### config.mk
export PLATFORM = sky130hd
export DESIGN_NAME = udp_rx_port_demux
export DESIGN_NICKNAME = d
export VERILOG_FILES = /design/src/rtl/udp_demux_pkg.sv /design/src/rtl/udp_port_match.sv /design/src/rtl/udp_rx_port_demux.sv
export SDC_FILE = /design/constraint.sdc
export NUM_CORES = 1
export LEC_CHECK = 0
export ABC_AREA = 1
export CELL_PAD_IN_SITES_DETAIL_PLACEMENT = 1
export CELL_PAD_IN_SITES_GLOBAL_PLACEMENT = 2
export CORE_ASPECT_RATIO = 1.75
export CORE_MARGIN = 2
export CORE_UTILIZATION = 27
export CTS_CLUSTER_SIZE = 20
export DETAILED_ROUTE_END_ITERATION = 10
export PLACE_DENSITY_LB_ADDON = 0.25
export SKIP_LAST_GASP = 1
export SYNTH_ARGS = -nofsm -noshare
export SYNTH_HDL_FRONTEND = slang
export SYNTH_SLANG_ARGS = --single-unit
### constraint.sdc
create_clock -name clk -period 3.22 [get_ports clk]
set_input_delay 0.322 -clock clk [delete_from_list [all_inputs] [get_ports clk]]
set_output_delay 0.322 -clock clk [all_outputs]
set_load 0.01 [all_outputs]
### src/rtl/udp_demux_pkg.sv
// -----------------------------------------------------------------------------
// udp_demux_pkg
// Shared definitions for the UDP port demultiplexer and its port matcher:
// dispatcher state encoding, UDP port / byte widths, and a helper that pulls
// one 16-bit entry out of a flattened port table.
// -----------------------------------------------------------------------------
package udp_demux_pkg;

    localparam int UDP_PORT_W = 16;
    localparam int BYTE_W     = 8;
    localparam int MAX_CH     = 8;

    typedef enum logic [1:0] {
        ST_IDLE = 2'd0,
        ST_FWD  = 2'd1,
        ST_DROP = 2'd2
    } demux_state_t;

    // Entry idx of a port table that has been zero-extended to MAX_CH entries.
    function automatic logic [UDP_PORT_W-1:0] port_entry(
        input logic [MAX_CH*UDP_PORT_W-1:0] tbl,
        input int                           idx
    );
        return tbl[idx*UDP_PORT_W +: UDP_PORT_W];
    endfunction

endpackage

### src/rtl/udp_port_match.sv
// -----------------------------------------------------------------------------
// udp_port_match
// Purely combinational priority match of a UDP port against a port table,
// qualified by a per-entry enable mask. The lowest matching index wins.
//
// Ports:
//   i_port    in  16              port to look up
//   i_table   in  NUM_CH*16       port table, entry i at [16*i +: 16]
//   i_enable  in  NUM_CH          per-entry enable
//   o_hit     out 1               at least one enabled entry matched
//   o_idx     out IDX_W           index of the lowest matching entry (0 if none)
// -----------------------------------------------------------------------------
module udp_port_match
    import udp_demux_pkg::*;
#(
    parameter int NUM_CH = 4,
    parameter int IDX_W  = (NUM_CH > 1) ? $clog2(NUM_CH) : 1
) (
    input  logic [UDP_PORT_W-1:0]        i_port,
    input  logic [NUM_CH*UDP_PORT_W-1:0] i_table,
    input  logic [NUM_CH-1:0]            i_enable,
    output logic                         o_hit,
    output logic [IDX_W-1:0]             o_idx
);

    logic [MAX_CH*UDP_PORT_W-1:0] w_table_ext;

    assign w_table_ext = (MAX_CH*UDP_PORT_W)'(i_table);

    // Scan from the top down so the lowest matching index is the last writer.
    always_comb begin
        o_hit = 1'b0;
        o_idx = '0;
        for (int i = NUM_CH - 1; i >= 0; i--) begin
            if (i_enable[i] && (port_entry(w_table_ext, i) == i_port)) begin
                o_hit = 1'b1;
                o_idx = IDX_W'(i);
            end
        end
    end

endmodule

### src/rtl/udp_rx_port_demux.sv
// -----------------------------------------------------------------------------
// udp_rx_port_demux
// Routes UDP payload bytes from the receive engine to one of NUM_CH channels,
// chosen by destination port against PORT_LIST and the ch_enable mask captured
// at packet start. Bytes appear on the selected lane one cycle after input,
// marked first/last; length mismatches and aborted packets pulse ch_len_err.
// Unmatched packets are dropped and counted; dispatched packets are counted
// per channel. All counters saturate.
//
// Ports:
//   clk, rst                    clock, synchronous active-high reset
//   rx_pkt_start / _done        one-cycle packet start / end pulses
//   rx_pkt_en, rx_pkt_data      payload byte strobe and byte
//   rx_pkt_dest_port            destination port (sampled with start)
//   rx_pkt_byte_num             payload length (sampled with start)
//   ch_enable                   per-channel accept mask (sampled with start)
//   ch_tvalid/tdata/tfirst/tlast  per-channel byte stream
//   ch_len_err                  per-channel length error pulse
//   ch_pkt_cnt, drop_cnt        saturating packet counters
//   busy                        dispatcher not idle
// -----------------------------------------------------------------------------
module udp_rx_port_demux
    import udp_demux_pkg::*;
#(
    parameter int                          NUM_CH    = 4,
    parameter logic [NUM_CH*UDP_PORT_W-1:0] PORT_LIST = {16'd8080, 16'd5000, 16'd1235, 16'd1234},
    parameter int                          CNT_W     = 16
) (
    input  logic                     clk,
    input  logic                     rst,
    input  logic                     rx_pkt_start,
    input  logic                     rx_pkt_en,
    input  logic [BYTE_W-1:0]        rx_pkt_data,
    input  logic [UDP_PORT_W-1:0]    rx_pkt_dest_port,
    input  logic [15:0]              rx_pkt_byte_num,
    input  logic                     rx_pkt_done,
    input  logic [NUM_CH-1:0]        ch_enable,
    output logic [NUM_CH-1:0]        ch_tvalid,
    output logic [NUM_CH*BYTE_W-1:0] ch_tdata,
    output logic [NUM_CH-1:0]        ch_tfirst,
    output logic [NUM_CH-1:0]        ch_tlast,
    output logic [NUM_CH-1:0]        ch_len_err,
    output logic [NUM_CH*CNT_W-1:0]  ch_pkt_cnt,
    output logic [CNT_W-1:0]         drop_cnt,
    output logic                     busy
);

    localparam int IDX_W = (NUM_CH > 1) ? $clog2(NUM_CH) : 1;

    demux_state_t             r_state;
    logic [IDX_W-1:0]         r_ch_sel;
    logic [15:0]              r_exp_len;
    logic [15:0]              r_cnt;
    logic                     r_ovf;

    logic [NUM_CH-1:0]        r_tvalid;
    logic [NUM_CH*BYTE_W-1:0] r_tdata;
    logic [NUM_CH-1:0]        r_tfirst;
    logic [NUM_CH-1:0]        r_tlast;
    logic [NUM_CH-1:0]        r_len_err;
    logic [CNT_W-1:0]         r_pkt_cnt [NUM_CH];
    logic [CNT_W-1:0]         r_drop_cnt;

    logic                     w_hit;
    logic [IDX_W-1:0]         w_idx;

    demux_state_t             w_state_nxt;
    logic [IDX_W-1:0]         w_sel_nxt;
    logic [15:0]              w_exp_nxt;
    logic [15:0]              w_cnt_nxt;
    logic                     w_ovf_nxt;
    logic                     w_fwd;
    logic                     w_first;
    logic                     w_last;
    logic                     w_inc_pkt;
    logic                     w_inc_drop;
    logic [NUM_CH-1:0]        w_err_vec;

    logic [NUM_CH-1:0]        w_sel_oh;
    logic [NUM_CH*BYTE_W-1:0] w_tdata_nxt;

    udp_port_match #(
        .NUM_CH (NUM_CH),
        .IDX_W  (IDX_W)
    ) u_match (
        .i_port   (rx_pkt_dest_port),
        .i_table  (PORT_LIST),
        .i_enable (ch_enable),
        .o_hit    (w_hit),
        .o_idx    (w_idx)
    );

    // Next-state logic. A start is resolved first (aborting any open packet),
    // then the byte and done of the same cycle are applied to the resulting
    // packet context, so a coincident byte belongs to the new packet and a
    // coincident done sees the byte already counted.
    always_comb begin
        w_state_nxt = r_state;
        w_sel_nxt   = r_ch_sel;
        w_exp_nxt   = r_exp_len;
        w_cnt_nxt   = r_cnt;
        w_ovf_nxt   = r_ovf;
        w_fwd       = 1'b0;
        w_first     = 1'b0;
        w_last      = 1'b0;
        w_inc_pkt   = 1'b0;
        w_inc_drop  = 1'b0;
        w_err_vec   = '0;

        if (rx_pkt_start) begin
            if (r_state == ST_FWD) begin
                w_err_vec[r_ch_sel] = 1'b1;
            end
            if (w_hit) begin
                w_sel_nxt   = w_idx;
                w_exp_nxt   = rx_pkt_byte_num;
                w_cnt_nxt   = '0;
                w_ovf_nxt   = 1'b0;
                w_inc_pkt   = 1'b1;
                w_state_nxt = ST_FWD;
            end else begin
                w_inc_drop  = 1'b1;
                w_state_nxt = ST_DROP;
            end
        end

        case (w_state_nxt)
            ST_FWD: begin
                if (rx_pkt_en) begin
                    if (w_cnt_nxt < w_exp_nxt) begin
                        w_fwd     = 1'b1;
                        w_first   = (w_cnt_nxt == 16'd0);
                        w_last    = (w_cnt_nxt == w_exp_nxt - 16'd1);
                        w_cnt_nxt = w_cnt_nxt + 16'd1;
                    end else begin
                        w_ovf_nxt = 1'b1;
                    end
                end
                if (rx_pkt_done) begin
                    if ((w_cnt_nxt != w_exp_nxt) || w_ovf_nxt) begin
                        w_err_vec[w_sel_nxt] = 1'b1;
                    end
                    w_state_nxt = ST_IDLE;
                end
            end
            ST_DROP: begin
                if (rx_pkt_done) begin
                    w_state_nxt = ST_IDLE;
                end
            end
            default: ;
        endcase
    end

    // Output lane steering: only the selected lane carries data.
    always_comb begin
        w_sel_oh    = '0;
        w_tdata_nxt = '0;
        for (int i = 0; i < NUM_CH; i++) begin
            if (w_fwd && (w_sel_nxt == IDX_W'(i))) begin
                w_sel_oh[i]                     = 1'b1;
                w_tdata_nxt[i*BYTE_W +: BYTE_W] = rx_pkt_data;
            end
        end
    end

    always_ff @(posedge clk) begin
        if (rst) begin
            r_state    <= ST_IDLE;
            r_ch_sel   <= '0;
            r_exp_len  <= '0;
            r_cnt      <= '0;
            r_ovf      <= 1'b0;
            r_tvalid   <= '0;
            r_tdata    <= '0;
            r_tfirst   <= '0;
            r_tlast    <= '0;
            r_len_err  <= '0;
            r_drop_cnt <= '0;
            for (int i = 0; i < NUM_CH; i++) begin
                r_pkt_cnt[i] <= '0;
            end
        end else begin
            r_state   <= w_state_nxt;
            r_ch_sel  <= w_sel_nxt;
            r_exp_len <= w_exp_nxt;
            r_cnt     <= w_cnt_nxt;
            r_ovf     <= w_ovf_nxt;
            r_tvalid  <= w_sel_oh;
            r_tdata   <= w_tdata_nxt;
            r_tfirst  <= w_first ? w_sel_oh : '0;
            r_tlast   <= w_last ? w_sel_oh : '0;
            r_len_err <= w_err_vec;
            if (w_inc_drop && (r_drop_cnt != '1)) begin
                r_drop_cnt <= r_drop_cnt + 1'b1;
            end
            for (int i = 0; i < NUM_CH; i++) begin
                if (w_inc_pkt && (w_sel_nxt == IDX_W'(i)) && (r_pkt_cnt[i] != '1)) begin
                    r_pkt_cnt[i] <= r_pkt_cnt[i] + 1'b1;
                end
            end
        end
    end

    assign ch_tvalid  = r_tvalid;
    assign ch_tdata   = r_tdata;
    assign ch_tfirst  = r_tfirst;
    assign ch_tlast   = r_tlast;
    assign ch_len_err = r_len_err;
    assign drop_cnt   = r_drop_cnt;
    assign busy       = (r_state != ST_IDLE);

    for (genvar g = 0; g < NUM_CH; g++) begin : g_cnt_out
        assign ch_pkt_cnt[g*CNT_W +: CNT_W] = r_pkt_cnt[g];
    end

endmodule
* Word level (Yosys, flattened, before mapping)
Memories as Yosys holds them, arrays and structs flattened.
Cells that the tools add are included.
W data, S select, Z words.
** Storage, ports and cells
- Memories :: 1
- RAM bits :: 64
- Input bits :: 49
- Register bits :: 101
- Logic and storage cells :: 157
** Cells by class
- Equality and inequality tests :: 17
- Reductions and logical operators :: 30
- Magnitude comparators :: 5
- $add $sub $neg :: 7
- Mux-type cells :: 72
- Bitwise gates (word level) :: 11
** Memory list
- r_pkt_cnt :: depth 4, width 16, rd ports 4, clocked after Yosys merged registers in 0, write ports 4, line udp_rx_port_demux.sv:61 : logic [CNT_W-1:0] r_pkt_cnt [NUM_CH];
** Operator list (number)
- $mux W16 :: 12
- $add A16 B1 Y16 const B :: 6
- $ne A16 B16 Y1 const B :: 5
- $mux W1 :: 43
- $eq A11 B16 Y1 const A :: 2
- $eq A13 B16 Y1 const A :: 2
- $mux W2 :: 10
- $mux W4 :: 5
- $logic_and A1 B1 Y1 :: 19
- $eq A16 B16 Y1 :: 1
- $logic_not A16 Y1 :: 1
- $lt A16 B16 Y1 :: 1
- $ne A16 B16 Y1 :: 1
- $sub A16 B1 Y16 const B :: 1
- $reduce_or A2 Y1 :: 7
- $eq A2 B1 Y1 const B :: 3
- $eq A2 B2 Y1 const B :: 3
- $lt A2 B3 Y1 const B :: 2
- $not A1 Y1 :: 6
- $demux W1 S2 :: 2
- $ge A2 B1 Y1 const B :: 2
- $or A1 B1 Y1 :: 4
- $or A4 B4 Y4 :: 1
- $logic_not A2 Y1 :: 1
- 2 further kinds :: 2

* Logic depth before layout (Yosys ltp)
- Depth after elaboration :: 17
- Mapped depth :: 33

* Cells and area by module
Synthesis repeated with hierarchy kept, for this count alone.
** Second synthesis, totals
- Cells, all modules :: 1344
- Area, all modules :: 9731.8 µm²
** Modules (own cells, without submodules)
- udp_rx_port_demux :: cells each 1118, area an instance 8729.6 µm², times used 1
- udp_port_match :: cells each 226, area an instance 1002.2 µm², times used 1

* Least setup slack after synthesis
No wires, ideal clock.
- Kind :: input to register
- Start point :: in rx_pkt_dest_port[15]
- End point :: reg r_len_err[1] (netlist: ch_len_err[1])
- Buffers on the path :: 2
- Slack :: -246 ps
- Data arrival time :: 3334 ps
- Cell stages on the path :: 25
- Cells stage by stage :: nor2_2 > nand3_1 > nor3_2 > nand3_1 > nand2_1 > nand2_1 > nand2_2 > buf_2 > nand2_1 > o21ai_1 > ha_1 > a21oi_1 > or2_2 > nand3_1 > inv_1 > buf_1 > nand2_1 > a21boi_0 > nand3_1 > nor2_1 > nand2_1 > nor2_1 > nand2_2 > nand2_1 > a21oi_1
** On the way
- Word-level cells in the longest chain between the ends :: 17
- Elaborated cells on any way between the ends :: 46
- Classes of those cells :: add/sub (1); order compare (3); eq/ne (6); mux (29); bitwise (1); reduce/logical (6)
** Ends and longest elaborated chain
- start, declared :: line udp_rx_port_demux.sv:34 : input logic [UDP_PORT_W-1:0] rx_pkt_dest_port,
- $eq A13 B16 Y1 :: line udp_port_match.sv:35 : if (i_enable[i] && (port_entry(w_table_ext, i) == i_port)) begin
- $logic_and A1 B1 Y1 :: line udp_port_match.sv:35
- $mux W1 (4 in series) :: line udp_port_match.sv:35
- $mux W16 :: line udp_rx_port_demux.sv:114 : if (w_hit) begin
- $mux W16 :: line udp_rx_port_demux.sv:110 : if (rx_pkt_start) begin
- $add A16 B1 Y16 or $lt A16 B16 Y1 (tied branches) :: line udp_rx_port_demux.sv:134, udp_rx_port_demux.sv:130
- $mux W16 :: line udp_rx_port_demux.sv:130 : if (w_cnt_nxt < w_exp_nxt) begin
- $mux W16 :: line udp_rx_port_demux.sv:129 : if (rx_pkt_en) begin
- $mux W16 :: line udp_rx_port_demux.sv:127 : case (w_state_nxt)
- $ne A16 B16 Y1 :: line udp_rx_port_demux.sv:140 : if ((w_cnt_nxt != w_exp_nxt) || w_ovf_nxt) begin
- $logic_or A1 B1 Y1 :: line udp_rx_port_demux.sv:140
- $mux W4 :: line udp_rx_port_demux.sv:140
- $mux W4 :: line udp_rx_port_demux.sv:139 : if (rx_pkt_done) begin
- $mux W4 * :: line udp_rx_port_demux.sv:127
- end signal, assigned :: line udp_rx_port_demux.sv:193 : r_len_err <= w_err_vec;
- end, declared :: line udp_rx_port_demux.sv:60 : logic [NUM_CH-1:0] r_len_err;
Mark *: on every way between the ends. The rest lies on a longest branch, timed or not. The select of a mux whose other input is x is not followed.
A chain may end at the register's enable or synchronous reset.

* Worst setup path after layout
- Start point :: in rx_pkt_dest_port[10]
- End point :: reg r_len_err[3] (netlist: ch_len_err[3])
The elaborated chain is that of the path after synthesis.

==> results_dict.tcl <==
set metrics [dict create \
    status "complete, but fails checks" \
    violations "negative setup slack" \
    rsz0062_at_grt "yes" \
    worstSetupPathType "input port to register" \
    remaining_drc_errors 0 \
    finalInstanceArea_um2 14610 \
    cts_buffers 17 \
    synth_cell_types 48 \
    synth_edf_count 64 \
    dieArea_um2 34440 \
    path_buf_inv 7 \
    wl_met3_um 911 \
    vias_per_cell 4.711 \
    place_congestion 0.8502 \
    fmax_ghz 0.2681 \
    fin_ws_ns -0.5093 \
    r2r-start "r_pkt_cnt[3][0]" \
    finalCriticalPeriod_ns 3.729 \
    dpl_cell_area_um2 12510 \
    critical-path-top-delay-family "simple AND/OR/NAND/NOR gates" \
    grt_pass1_wl_um 53120 \
    setup_violations 136 \
    ys.warnings.count 0 \
    fillCellCount 3847 \
    netlist_instances 1159 \
    fin_worst_skew_ns 0.01053 \
    critPathMaxFanout 8 \
    hpwlAfterDp_um 26340 \
    wl_met1_um 12240 \
    drt_iter0_drc 257 \
    finalCritPeriodShare 1.158 \
    regArea_um2 3944 \
    fp-row-count 87 \
    netlist_area_um2 8886 \
    cp_slowest_cell "ha_4" \
    crit_required_ns 3.54 \
    drv_slew 0 \
    start_util 0.2749 \
    multiInputGateArea_um2 5002 \
    insertion_delay_ns 0.46 \
    vias 9413 \
    reg2regPathDepth 14 \
    wl_per_cell_um 17.72 \
    drive_gt1_frac 0.3237 \
    hold_slack_ns 0.4713 \
    synth_nets 1232 \
    synth-seq-area-share 0.4438 \
    power.leakage_nw 6.231 \
    drt_first_pass_iters 4 \
    async_flop_share 0 \
    min_delay_path_depth 3 \
    grt_max_degree 36 \
    portBuffers 177 \
    irDropWorstVdd_mv 0.3769 \
    ant_nets 0 \
    yosys.area.top_type_share 0.2275 \
    die_w_um 141.1 \
    coreArea_um2 32330 \
    synthFlopType "dfxtp_1" \
    relSlewSlack 0.6503 \
    wl_met2_um 21060 \
    hp-start "rx_pkt_data[0]" \
    grt_antenna_before_repair 1 \
    power_density_nw_per_um2 359.8 \
    grt_pass1_vias 9892 \
    worst_slew_pin_slew_ns 0.5205 \
    grt_use_total 0.2002 \
    routed_wl_um 35400 \
    critPathCaptureType "register" \
    finalHoldViolCount 0 \
    cts_tree "yes" \
    ys_ff_latch 165 \
    cts-root-buf "clkbuf_16" \
    r2r-end "r_pkt_cnt[3][1]" \
    pin_count 178 \
    grt_overflow 0 \
    cts_hold_buf 0 \
    fin_nets 1657 \
    path_clk_slew_ns 0.08 \
    synthTopCellsByArea "dfxtp_1, edfxtp_1, nand2_1" \
    rrSetupSlack_ns 0.13 \
    drv_cap 0 \
    synth_top_cells_by_count "nand2_1, nor2_1, inv_1, dfxtp_1, nand3_1" \
    postSynthAreaPerCell_um2 7.667 \
    finalPower_mw 5.257 \
    yosysMostFrequentCell "nand2_1" \
    holdPathEnd "ch_tdata[0]" \
    die_h_um 244.0 \
    h-tree-depth 4 \
    synth_top_area_cell "dfxtp_1" \
    cts.sinks 165 \
    worst_ep_arrival_time_ns 4.05 \
    top_layer_used "met4" \
    synthToLayoutAreaGrowth_pct 64.45 \
    clock_path_buffers 2 \
    critical_path.max_stage_delay_ns 0.29 \
    start_kind "input port" \
    hold_class "input port to register" \
]
## metrics by stage
stage                 util  cells  setup slack [ns]  setup TNS [ns]
CTS                 0.4263   1969           -0.3257          -15.47
global route        0.4520   1998           -0.7372          -51.40
finish              0.4520   1998           -0.5093          -24.52
detailed placement  0.3868   1887            -1.400          -68.70
floorplan                -   1159          -0.01068        -0.04057
global placement    0.3868   1887            -1.367          -63.49
## report_power, final
group | internal, mW | leakage, nW | switching [mW]
combinational | 0.393 | 4.45 | 0.433
clock | 1.13 | 0.303 | 1.05
sequential | 2.21 | 1.48 | 0.0408
total | 3.73 | 6.23 | 1.53
## sequential cells by signal (all words and copies together) (netlist names)
register and count:
r_pkt_cnt 64, ch_tlast 4, ch_tdata 32, r_state 2, ch_len_err 4, r_exp_len 16
r_cnt 16, r_ovf 1, drop_cnt 16, r_ch_sel 2, ch_tvalid 4, ch_tfirst 4
## placed cells by master, fill, tap and decap left out, drive strengths merged, types with 2 or more instances in the layout
master and count:
nand3b 4, xor2 29, clkdlybuf4s50 156, xnor2 9
o21a 5, dlygate4sd2 3, o21ai 44, or2 10
nor3b 16, edfxtp 64, clkdlybuf4s15 2, a31oi 2
ha 24, nand4 38, a21oi 60, clkbuf 26
o22ai 2, buf 261, dfxtp 101, nand2 224
nor3 45, nand3 71, clkinv 7, o2111ai 2
nor2 196, and3 2, nor4 5, a211oi 5
inv 176
## kinds of logic (layout without fill, tap and decap cells)
logic type,count (synthesis),in the layout,synth area share
AND/OR/NAND/NOR,611,611,0.3143
buffers and inverters,194,632,0.08603
flip-flops,165,165,0.4438
AO/OA/AOI/OAI,126,126,0.08125
XOR/XNOR,38,38,0.03830
adder cells (fa/ha/maj),24,24,0.03379
multiplexers,1,1,0.002534
other,0,1,0
## worst register-to-register path, cell delays in order, from the launching register on
cell and delay [ns]:
edfxtp_1 0.46, ha_1 0.21, nand2_1 0.08, nor2_1 0.09, inv_1 0.06, nor2_1 0.29
nand3_1 0.20, nor3_1 0.26, inv_1 0.09, nor2_1 0.11, inv_1 0.07, nor2_1 0.27
a311oi_2 0.18, or2_2 0.33, buf_12 0.16
## how the worst max path moves through the flow
stage	from	to	slack [ns]	cells past startpoint
floorplan	rx_pkt_dest_port[4]	ch_len_err[1]	-0.01	30
detailed placement	rx_pkt_dest_port[1]	ch_len_err[0]	-1.40	29
global placement	rx_pkt_dest_port[1]	ch_len_err[0]	-1.37	28
global route	rx_pkt_dest_port[15]	ch_len_err[1]	-0.74	32
CTS	rx_pkt_dest_port[2]	ch_len_err[0]	-0.33	29
finish	rx_pkt_dest_port[10]	ch_len_err[3]	-0.51	31
## what timing repair did
| action | in CTS | in global routing |
|---|---|---|
| setup endpoints to repair | 65 | 208 |
| pin swaps | 52 | 59 |
| gates resized for setup | 127 | 186 |
| buffers inserted | 51 | 26 |
| gates cloned | 0 | 3 |
## routing by layer
metal,vias to the layer above,GRT usage
met1,4555,0.1911
met2,169,0.4085
li1,4630,-
met3,59,0.02937
met5,-,0
met4,0,0.09000
## layout make-up
| class | count | share of cell area |
|---|---|---|
| Sequential cell | 165 | 0.2699 |
| Multi-Input combinational cell | 800 | 0.3423 |
| Tap cell | 400 | 0.03425 |
| Antenna cell | 1 | 0.0001712 |
| Timing Repair Buffer | 431 | 0.2656 |
| Clock buffer | 17 | 0.02911 |
| Clock inverter | 15 | 0.01353 |
| Inverter | 169 | 0.04512 |
Power figures use the tool's default switching activity.
